==> src/rtl/fp_unpacker.sv <==
// fp_unpacker: IEEE single/double operand -> unpacked {s, e, f, lz, flags} for the FPU datapath.
// Latency: 1 edge for zero/normal/inf/nan; floor(lz/SHIFT_STEP)+1 edges for denormals.
// Backpressure: result holds in DONE until out_ready; in_ready only in IDLE or while a DONE result is taken.
//
// Ports:
//   clk, rst            clock, synchronous active-high reset
//   in_valid/in_ready   operand handshake; db selects double (1) or single (0, uses fp_in[63:32])
//   out_valid/out_ready result handshake
//   s, e, f, lz, flags  sign, 13-bit two's-complement exponent, 53-bit significand (f[52] leading),
//                       denormal shift count, {ZERO, NAN, INF, SNAN, DENORM}
// Build option: define FP_UNPACK_FTZ_EN to flush denormals to zero at accept.
module fp_unpacker #(
  parameter int SHIFT_STEP = 8
) (
  input  logic        clk,
  input  logic        rst,
  input  logic        in_valid,
  output logic        in_ready,
  input  logic        db,
  input  logic [63:0] fp_in,
  output logic        out_valid,
  input  logic        out_ready,
  output logic        s,
  output logic [12:0] e,
  output logic [52:0] f,
  output logic [5:0]  lz,
  output logic [4:0]  flags
);

  localparam int FLAG_ZERO   = 4;
  localparam int FLAG_NAN    = 3;
  localparam int FLAG_INF    = 2;
  localparam int FLAG_SNAN   = 1;
  localparam int FLAG_DENORM = 0;

  typedef enum logic [1:0] {
    IDLE = 2'd0,
    NORM = 2'd1,
    DONE = 2'd2
  } state_t;

  state_t      state_q, state_d;
  logic        s_q, s_d;
  logic [12:0] e_q, e_d;
  logic [52:0] f_q, f_d;
  logic [5:0]  lz_q, lz_d;
  logic [4:0]  flags_q, flags_d;
  logic        accept;

  // ---------------------------------------------------------------------------
  // Field extraction. Single fractions are left-aligned into the 52-bit field so
  // the quiet bit is frac[51] for both formats.
  // ---------------------------------------------------------------------------
  logic [10:0] exp_fld;
  logic [10:0] exp_max;
  logic [51:0] frac;
  logic [12:0] bias;
  logic        exp_is_zero, exp_is_max, frac_is_zero;

  always_comb begin
    if (db) begin
      exp_fld = fp_in[62:52];
      frac    = fp_in[51:0];
      exp_max = 11'h7FF;
      bias    = 13'd1023;
    end else begin
      exp_fld = {3'b000, fp_in[62:55]};
      frac    = {fp_in[54:32], 29'b0};
      exp_max = 11'h0FF;
      bias    = 13'd127;
    end
  end

  assign exp_is_zero  = (exp_fld == 11'd0);
  assign exp_is_max   = (exp_fld == exp_max);
  assign frac_is_zero = (frac == 52'd0);

  // ---------------------------------------------------------------------------
  // One normalization step. The accept edge already performs the first step on
  // the raw denormal, which is what makes the latency floor(lz/SHIFT_STEP)+1.
  // Later steps work on the registered working value while in NORM.
  // ---------------------------------------------------------------------------
  logic [52:0] step_f_src, step_f;
  logic [12:0] step_e_src, step_e;
  logic [5:0]  step_lz_src, step_lz;
  logic [5:0]  step_k, step_sh;
  logic        step_win_zero;

  always_comb begin
    if (state_q == NORM) begin
      step_f_src  = f_q;
      step_e_src  = e_q;
      step_lz_src = lz_q;
    end else begin
      step_f_src  = {1'b0, frac};
      step_e_src  = 13'd1 - bias;
      step_lz_src = 6'd0;
    end

    // Leading-zero count within the top SHIFT_STEP bits (window never passes f[0]).
    step_win_zero = 1'b1;
    step_k        = 6'd0;
    for (int i = 0; i < SHIFT_STEP; i++) begin
      if (step_win_zero && step_f_src[6'(52 - i)]) begin
        step_k        = 6'(i);
        step_win_zero = 1'b0;
      end
    end

    step_sh = step_win_zero ? 6'(SHIFT_STEP) : step_k;
    step_f  = step_f_src << step_sh;
    step_e  = step_e_src - {7'd0, step_sh};
    step_lz = step_lz_src + step_sh;
  end

  // ---------------------------------------------------------------------------
  // Next-state / datapath control
  // ---------------------------------------------------------------------------
  assign in_ready = (state_q == IDLE) || ((state_q == DONE) && out_ready);
  assign accept   = in_valid && in_ready;

  always_comb begin
    state_d = state_q;
    s_d     = s_q;
    e_d     = e_q;
    f_d     = f_q;
    lz_d    = lz_q;
    flags_d = flags_q;

    case (state_q)
      NORM: begin
        f_d  = step_f;
        e_d  = step_e;
        lz_d = step_lz;
        if (!step_win_zero) state_d = DONE;
      end
      DONE: begin
        if (out_ready) state_d = IDLE;
      end
      default: ;
    endcase

    // Classification overrides the above when a new operand is taken; this
    // covers both IDLE and the back-to-back case in DONE.
    if (accept) begin
      s_d     = fp_in[63];
      lz_d    = 6'd0;
      flags_d = 5'd0;
      state_d = DONE;
      if (exp_is_zero && frac_is_zero) begin
        e_d                = 13'd0;
        f_d                = 53'd0;
        flags_d[FLAG_ZERO] = 1'b1;
      end else if (exp_is_max) begin
        // NaN carries the same exponent encoding as infinity.
        e_d = {2'b00, exp_max} - bias;
        f_d = {1'b1, frac};
        if (frac_is_zero) begin
          flags_d[FLAG_INF] = 1'b1;
        end else begin
          flags_d[FLAG_NAN]  = 1'b1;
          flags_d[FLAG_SNAN] = ~frac[51];
        end
      end else if (exp_is_zero) begin
        flags_d[FLAG_DENORM] = 1'b1;
`ifdef FP_UNPACK_FTZ_EN
        e_d                = 13'd0;
        f_d                = 53'd0;
        flags_d[FLAG_ZERO] = 1'b1;
`else
        e_d  = step_e;
        f_d  = step_f;
        lz_d = step_lz;
        if (step_win_zero) state_d = NORM;
`endif
      end else begin
        e_d = {2'b00, exp_fld} - bias;
        f_d = {1'b1, frac};
      end
    end
  end

  always_ff @(posedge clk) begin
    if (rst) begin
      state_q <= IDLE;
      s_q     <= 1'b0;
      e_q     <= 13'd0;
      f_q     <= 53'd0;
      lz_q    <= 6'd0;
      flags_q <= 5'd0;
    end else begin
      state_q <= state_d;
      s_q     <= s_d;
      e_q     <= e_d;
      f_q     <= f_d;
      lz_q    <= lz_d;
      flags_q <= flags_d;
    end
  end

  assign out_valid = (state_q == DONE);
  assign s         = s_q;
  assign e         = e_q;
  assign f         = f_q;
  assign lz        = lz_q;
  assign flags     = flags_q;

endmodule

==> config.mk <==
export PLATFORM = sky130hd
export DESIGN_NAME = fp_unpacker
export DESIGN_NICKNAME = d
export VERILOG_FILES = /design/src/rtl/fp_unpacker.sv
export SDC_FILE = /design/constraint.sdc
export NUM_CORES = 1
export LEC_CHECK = 0
export ABC_CLOCK_PERIOD_IN_PS = 8450
export CAP_MARGIN = 20
export CORE_MARGIN = 3
export CORE_UTILIZATION = 65
export CTS_CLUSTER_DIAMETER = 100
export DETAILED_ROUTE_END_ITERATION = 8
export DONT_BUFFER_PORTS = 1
export PLACE_DENSITY = 0.81
export SYNTH_ARGS = -nofsm -noshare
export SYNTH_HDL_FRONTEND = slang
export SYNTH_SLANG_ARGS = --single-unit
==> constraint.sdc <==
create_clock -name clk -period 8.45 [get_ports clk]
set_clock_uncertainty 0.1 [all_clocks]
set_input_delay 2.535 -clock clk [delete_from_list [all_inputs] [get_ports clk]]
set_output_delay 2.535 -clock clk [all_outputs]
set_load 0.1 [all_outputs]
==> summary.md, run 1 <==
| Metric | Value |
|---|---|
| Outcome | `finished, final reports clean` |
| Largest net degree at the start of global routing | `90` |
| Clk sink count | `between 70 and 80` |
| Post-CTS sizing | `0` |
| Netlist cell types | `44` |
| Slowest stage delay, CP | `~0.81 ns` |
| CP required | `a little under 6 ns` |
| Pre-Repair DR Iteration Count | `5` |
| Grt ovf | `0` |
| DRC | `0` |
| Levels on crit path | `1` |
| Area grow syn2layout | `4.44%` |
| Post-synthesis sequential area ratio | `41.5%` |
| Drt wl/cell | `between 15 and 20 um` |
| # hold bufs at CTS | `0` |
| Register area | `0.00144 mm^2` |
| Share of flip-flops with an asynchronous set or reset | `0%` |
| FMAX | `0.167 GHz` |
| CP Class | `primary input to primary output` |
| Synth Register Bits | `72` |
| Critical-path cell list | `nand2b_1` |
| Post-CTS Repair Setup Buffers | `0` |
| Layout cells sized above 1 | `~6.4%` |
| Vias per cell | `between 6 and 7` |
| Synth area leader | `dfxtp_1` |
| Synth Warn # | `0` |
| Die Y | `roughly 79 um` |
| Setup_tns | `0 ns` |
| Setup crit end kind | `primary output` |
| Multi-input logic area | `~0.0018 mm^2` |
| Max-Slew Margin vs Limit | `between 20% and 30%` |
| Clock root cell | `clkbuf_8` |
| Startpoint types | `primary input` |
| Final Hold Fails | `0` |
| Total track usage | `between 20 and 30%` |
| Die W | `79.1 um` |
| CP delay by family, top | `simple AND/OR/NAND/NOR gates` |
| Arrival @ worst endpoint | `3.35 ns` |
| Synth Cell Area | `about 0.0035 mm^2` |
| Vias | `3018` |
| Post-layout min period | `around 6 ns` |
| Pwr/cell area | `roughly 250 mW/mm^2` |
| I/O pin count | `about 150` |
| MaxCap Viol Count | `0` |
| Design Power | `just over 0.9 mW` |
| Max clock buf depth | `2` |
| Core area | `just under 0.005 mm^2` |
| Top-count cell post-synth | `dfxtp_1` |
| Initial antenna violation count | `0` |
| DP HPWL | `approximately 6000 um` |
| Reg2reg start | `state_q[1]` |
| Initial DRC Count | `a little over 300` |
| Slew Viols, Final | `0` |
| Cell count after synthesis | `between 400 and 500` |
| Global-route wire length before repair | `between 10000 and 15000 um` |
| Crit path buffers/inverters | `0` |
| Final period util | `70.9%` |
| Commonest register cell after synthesis | `dfxtp_1` |
| Number of synthesized flops with an enable pin | `0` |
| CTS Buf Count | `9` |
| Ant diodes | `0` |
| CTS tree | `done` |
| Clock transition at path regs | `0.07 ns` |
| Hold_sp | `e[9]` |
| Slowest-stage cell, CP | `nand2b_1` |
| # fillers | `around 380` |
| I/O Buffers | `0` |
| Top-area cell type share of the netlist area | `41.5%` |
| Hold path cells | `2` |
| Nets | `between 400 and 500` |
| Top post-synthesis cells by area | `dfxtp_1 (42%), mux2i_1 (7.5%), a21oi_1 (6.6%), nand2_1 (6.5%), nand3_1 (6.2%)` |
| Unrepaired setup endpoints after global routing | `no` |
| Vias in the first global route | `roughly 2900` |
| Most frequent cells after synthesis | `dfxtp_1 (72), nand2_1 (60), a21oi_1 (46)` |
| Gpl congestion | `roughly 0.90` |
| P_leak | `1.33 nW` |
| Mean cell area of the mapped netlist | `a little over 8 um^2` |
| CTS H-tree lvls | `3` |
| Worst r2r path cells | `6` |
| Starting Density | `a little over two thirds` |
| Drt total wl | `slightly below 9000 um` |
| CP startpoint | `out_ready` |
| # setup viols final | `0` |
| Worst hold path class | `register to register` |
| DIE AREA | `around 0.0063 mm^2` |
| Clk_lat worst skew | `between 0.3 and 0.4 ns` |
| Post-route antenna net violation count | `0` |
| Num rows | `25` |
| Slew @ Worst Pin | `between 1 and 1.5 ns` |
| Worst-path fanout max | `4` |
| VDD IR max | `0.000169 V` |
==> cells in the final DEF (no fill, tap or decap), types with 4 or more instances in the layout <==
| master | netlist | final |
|---|---|---|
| nor3_1 | 9 | 9 |
| nor4_1 | 8 | 8 |
| mux2i_1 | 26 | 26 |
| inv_1 | 4 | 4 |
| dfxtp_1 | 72 | 71 |
| clkbuf_8 | 0 | 11 |
| o21ai_0 | 9 | 9 |
| nand3_1 | 43 | 43 |
| ha_1 | 5 | 5 |
| a211oi_1 | 23 | 23 |
| xnor2_1 | 4 | 4 |
| nand2_1 | 60 | 60 |
| a21oi_1 | 46 | 46 |
| nor2_1 | 32 | 32 |
| conb_1 | 1 | 6 |
==> registers in the layout (all words and copies together), names as in the netlist <==
register  count
f            53
e            12
flags         5
s             1
state_q       1
==> metrics by stage <==
| stage | setup slack, ns | hold WS, ns | utilization (%) | area [um^2] | std cells |
|---|---|---|---|---|---|
| global placement | 2.47 | 0.792 | 68.7 | 3390 | 458 |
| finish | 2.46 | 0.801 | 73.3 | 3620 | 474 |
| CTS | 2.46 | 0.809 | 73.3 | 3620 | 474 |
| floorplan | 2.48 | 0.777 | - | 3490 | 428 |
| detailed placement | 2.46 | 0.799 | 68.7 | 3390 | 458 |
| global route | 2.44 | 0.823 | 73.3 | 3620 | 474 |
==> final timing paths <==
| path | slack, ns | endpoint |
|---|---|---|
| setup reg to reg | 5.01 | flags[3] |
| hold reg to reg | 0.80 | e[9] |
| hold / removal | 0.80 | e[9] |
| setup / recovery | 2.46 | in_ready |
==> where the power goes <==
group | internal (mW) | switching [mW] | total [mW]
clock | 0.182 | 0.128 | 0.310
combinational | 0.0309 | 0.0512 | 0.0821
sequential | 0.359 | 0.162 | 0.521
==> layout make-up <==
| cell class | count | area share (%) |
|---|---|---|
| clock buffer | 11 | 4.18 |
| clock inverter | 5 | 2.18 |
| inverter | 4 | 0.414 |
| multi-input combinational | 313 | 50.7 |
| sequential | 72 | 39.8 |
| tap | 67 | 2.31 |
| timing repair buffer | 2 | 0.414 |
==> layer usage <==
| metal | global-route usage [%] | wire length (um) | up-vias |
|---|---|---|---|
| li1 | - | - | 1459 |
| met5 | 0 | 0 | - |
| met4 | 9.28 | 160 | 0 |
| met3 | 11.5 | 932 | 17 |
| met2 | 45.7 | 4320 | 162 |
| met1 | 33.7 | 3380 | 1380 |
==> cells by family (layout without fill, tap and decap cells) <==
logic type,Yosys count,in the layout,synth area share (%)
multiplexers,29,29,8.47
buffers and inverters,43,22,6.09
other,1,6,0.108
adder cells (fa/ha/maj),5,5,1.80
AO/OA/AOI/OAI,94,94,16.8
flip-flops,72,72,41.5
AND/OR/NAND/NOR,172,172,23.4
XOR/XNOR,7,7,1.77
Note: power is estimated with default switching activity, not from simulation.
==> run 2, diff against run 1 <==
==> config.mk (replaced) <==
export PLATFORM = sky130hd
export DESIGN_NAME = fp_unpacker
export DESIGN_NICKNAME = d
export VERILOG_FILES = /design/src/rtl/fp_unpacker.sv
export SDC_FILE = /design/constraint.sdc
export NUM_CORES = 1
export LEC_CHECK = 0
export ABC_CLOCK_PERIOD_IN_PS = 5550
export CAP_MARGIN = 20
export CORE_MARGIN = 3
export CORE_UTILIZATION = 63
export CTS_CLUSTER_DIAMETER = 100
export DETAILED_ROUTE_END_ITERATION = 8
export DONT_BUFFER_PORTS = 1
export PLACE_DENSITY = 0.79
export SYNTH_ARGS = -nofsm -noshare
export SYNTH_HDL_FRONTEND = slang
export SYNTH_SLANG_ARGS = --single-unit
==> constraint.sdc (replaced) <==
create_clock -name clk -period 5.55 [get_ports clk]
set_clock_uncertainty 0.1 [all_clocks]
set_input_delay 1.665 -clock clk [delete_from_list [all_inputs] [get_ports clk]]
set_output_delay 1.665 -clock clk [all_outputs]
set_load 0.1 [all_outputs]
==> run 2 against run 1 <==
Against the previous run: first-iteration DRC count fell by 28%; sequential share of layout area rose by 0.11 points; non-clock buffer count rose by 2; largest power group unchanged.
==> summary.md, run 2 (synthesis gave the netlist of run 1 again) <==
| Metric | Value |
|---|---|
| Outcome | `finished, final reports clean` |
| Largest net degree at the start of global routing | `84` |
| Final Instance Count excl. Fillers | `around 480` |
| Final instance area | `around 0.0036 mm^2` |
| # setup viols final | `0` |
| Starting Density | `66.7%` |
| Pint | `~0.84 mW` |
| Inst Count DP | `around 460` |
| VDD IR max | `between 0.00015 and 0.0002 V` |
| Drt total wl | `between 8000 and 9000 um` |
| CTS tree | `done` |
| Comb power frac | `around a tenth` |
| DP HPWL | `roughly 6000 um` |
| Clk sink count | `between 70 and 80` |
| Slowest-stage cell, CP | `buf_4` |
| CTS H-tree lvls | `3` |
| Die Y | `80.2 um` |
| Initial antenna violation count | `0` |
| Layout cells sized above 1 | `roughly 6.1%` |
| I/O Buffers | `0` |
| Vias per cell | `6.26` |
| CP delay by family, top | `buffers and inverters` |
| Die W | `about 80 um` |
| Pwr/cell area | `approximately 370 mW/mm^2` |
| Max clock buf depth | `2` |
| Crit path buffers/inverters | `1` |
| Dpl cell area | `0.00341 mm^2` |
| Ant diodes | `0` |
| Pre-Repair DR Iteration Count | `4` |
| Post-CTS Repair Setup Buffers | `0` |
| Most common cell after layout, fill and taps aside | `dfxtp_1` |
| Num rows | `26` |
| Post-CTS sizing | `0` |
| Post-layout min period | `3.85 ns` |
| Clock transition at path regs | `0.07 ns` |
| P_leak | `1.32 nW` |
| Drt wl/cell | `~18 um` |
| DRC | `0` |
| Met3 routed WL | `1010 um` |
| CTS Buf Count | `9` |
| Gpl congestion | `0.880` |
| Core area | `~0.0052 mm^2` |
| Top Layer Used | `met4` |
| Vias in the first global route | `2787` |
| WL met2 | `about 4000 um` |
| Slowest stage delay, CP | `around 0.33 ns` |
| Clock power frac | `approximately a third` |
| Final period util | `69.4%` |
| Max-Slew Margin vs Limit | `roughly a third` |
| Grt ovf | `0` |
| CP Class | `primary input to primary output` |
| Most frequent cells in the layout | `dfxtp_1 (71), nand2_1 (60), a21oi_1 (46)` |
| Initial DRC Count | `217` |
| Worst-path fanout max | `4` |
| Total track usage | `26.7%` |
| CP required | `roughly 3.8 ns` |
| Worst hold path class | `register to register` |
| Area grow syn2layout | `4.15%` |
| DIE AREA | `about 0.0064 mm^2` |
| Max reg flops | `53` |
| Unrepaired setup endpoints after global routing | `no` |
| Critical-path cell list | `nand2b_1, buf_4` |
| Final Hold Fails | `0` |
| Sequential Power Share | `roughly three fifths` |
| Post-route antenna net violation count | `0` |
| Slew @ Worst Pin | `approximately 1.0 ns` |
| Nets | `about 480` |
| Setup crit end kind | `primary output` |
| Global-route wire length before repair | `~13000 um` |
| Setup_tns | `0 ns` |
| FMAX | `about 0.26 GHz` |
| MaxCap Viol Count | `0` |
| Arrival @ worst endpoint | `2.09 ns` |
| Vias | `around 3000` |
| # hold bufs at CTS | `0` |
| Min Hold Slack | `0.809 ns` |
| Clk_lat worst skew | `0.33 ns` |
| NetSw | `about 0.51 mW` |
| Clock root cell | `clkbuf_8` |
| Met1 WL | `between 3000 and 4000 um` |
| Slew Viols, Final | `0` |
| Switching Fraction | `a little under two fifths` |
| I/O pin count | `149` |
| # fillers | `434` |
| Startpoint types | `primary input` |
[run 2: cell types whose count changed in the layout (fill, tap and decap cells not counted)]
| cell | previous run | this run |
|---|---|---|
| buf_4 | 2 | 4 |
| clkbuf_8 | 11 | 9 |
| clkbuf_1 | 0 | 2 |
| clkinv_4 | 1 | 0 |
[run 2: worst paths after layout]
path,startpoint,endpoint,slack [ns],depth (start not counted)
setup / recovery,out_ready,in_ready,1.70,2
hold / removal,e[8],e[8],0.81,2
setup reg to reg,state_q[1],f[42],2.67,6
hold reg to reg,e[8],e[8],0.81,2
[run 2: per-layer routing]
metal  track usage [%]  vias up
li1                  -     1461
met1              34.3     1365
met2              40.2      155
met3              9.98       13
met4              11.0        0
met5                 0        -
[run 2: per-stage QoR]
| stage | total power [mW] | utilization, % | worst slack (ns) |
|---|---|---|---|
| floorplan | 0.928 | - | 1.32 |
| global placement | 0.925 | 65.6 | 1.72 |
| detailed placement | 0.929 | 65.6 | 1.70 |
| CTS | 1.36 | 69.4 | 1.70 |
| global route | 1.40 | 69.4 | 1.67 |
| finish | 1.35 | 69.4 | 1.70 |
[run 2: layout make-up]
type / count / area (um^2) / share of cell area (%)
clock buffers: 11 / 131 / 3.64
inverters: 4 / 15.0 / 0.416
well taps: 70 / 87.6 / 2.42
multi-input cells: 313 / 1840 / 50.8
repair buffers: 4 / 30.0 / 0.831
clock inverters: 4 / 70.1 / 1.94
flip-flops and latches: 72 / 1440 / 39.9
[run 2: power groups by stage]
stage | sequential (mW) | clock, mW | combinational [mW]
finish | 0.793 | 0.436 | 0.126
global route | 0.796 | 0.467 | 0.139
CTS | 0.794 | 0.438 | 0.126
detailed placement | 0.805 | 0 | 0.124
global placement | 0.804 | 0 | 0.121
floorplan | 0.793 | 0 | 0.135
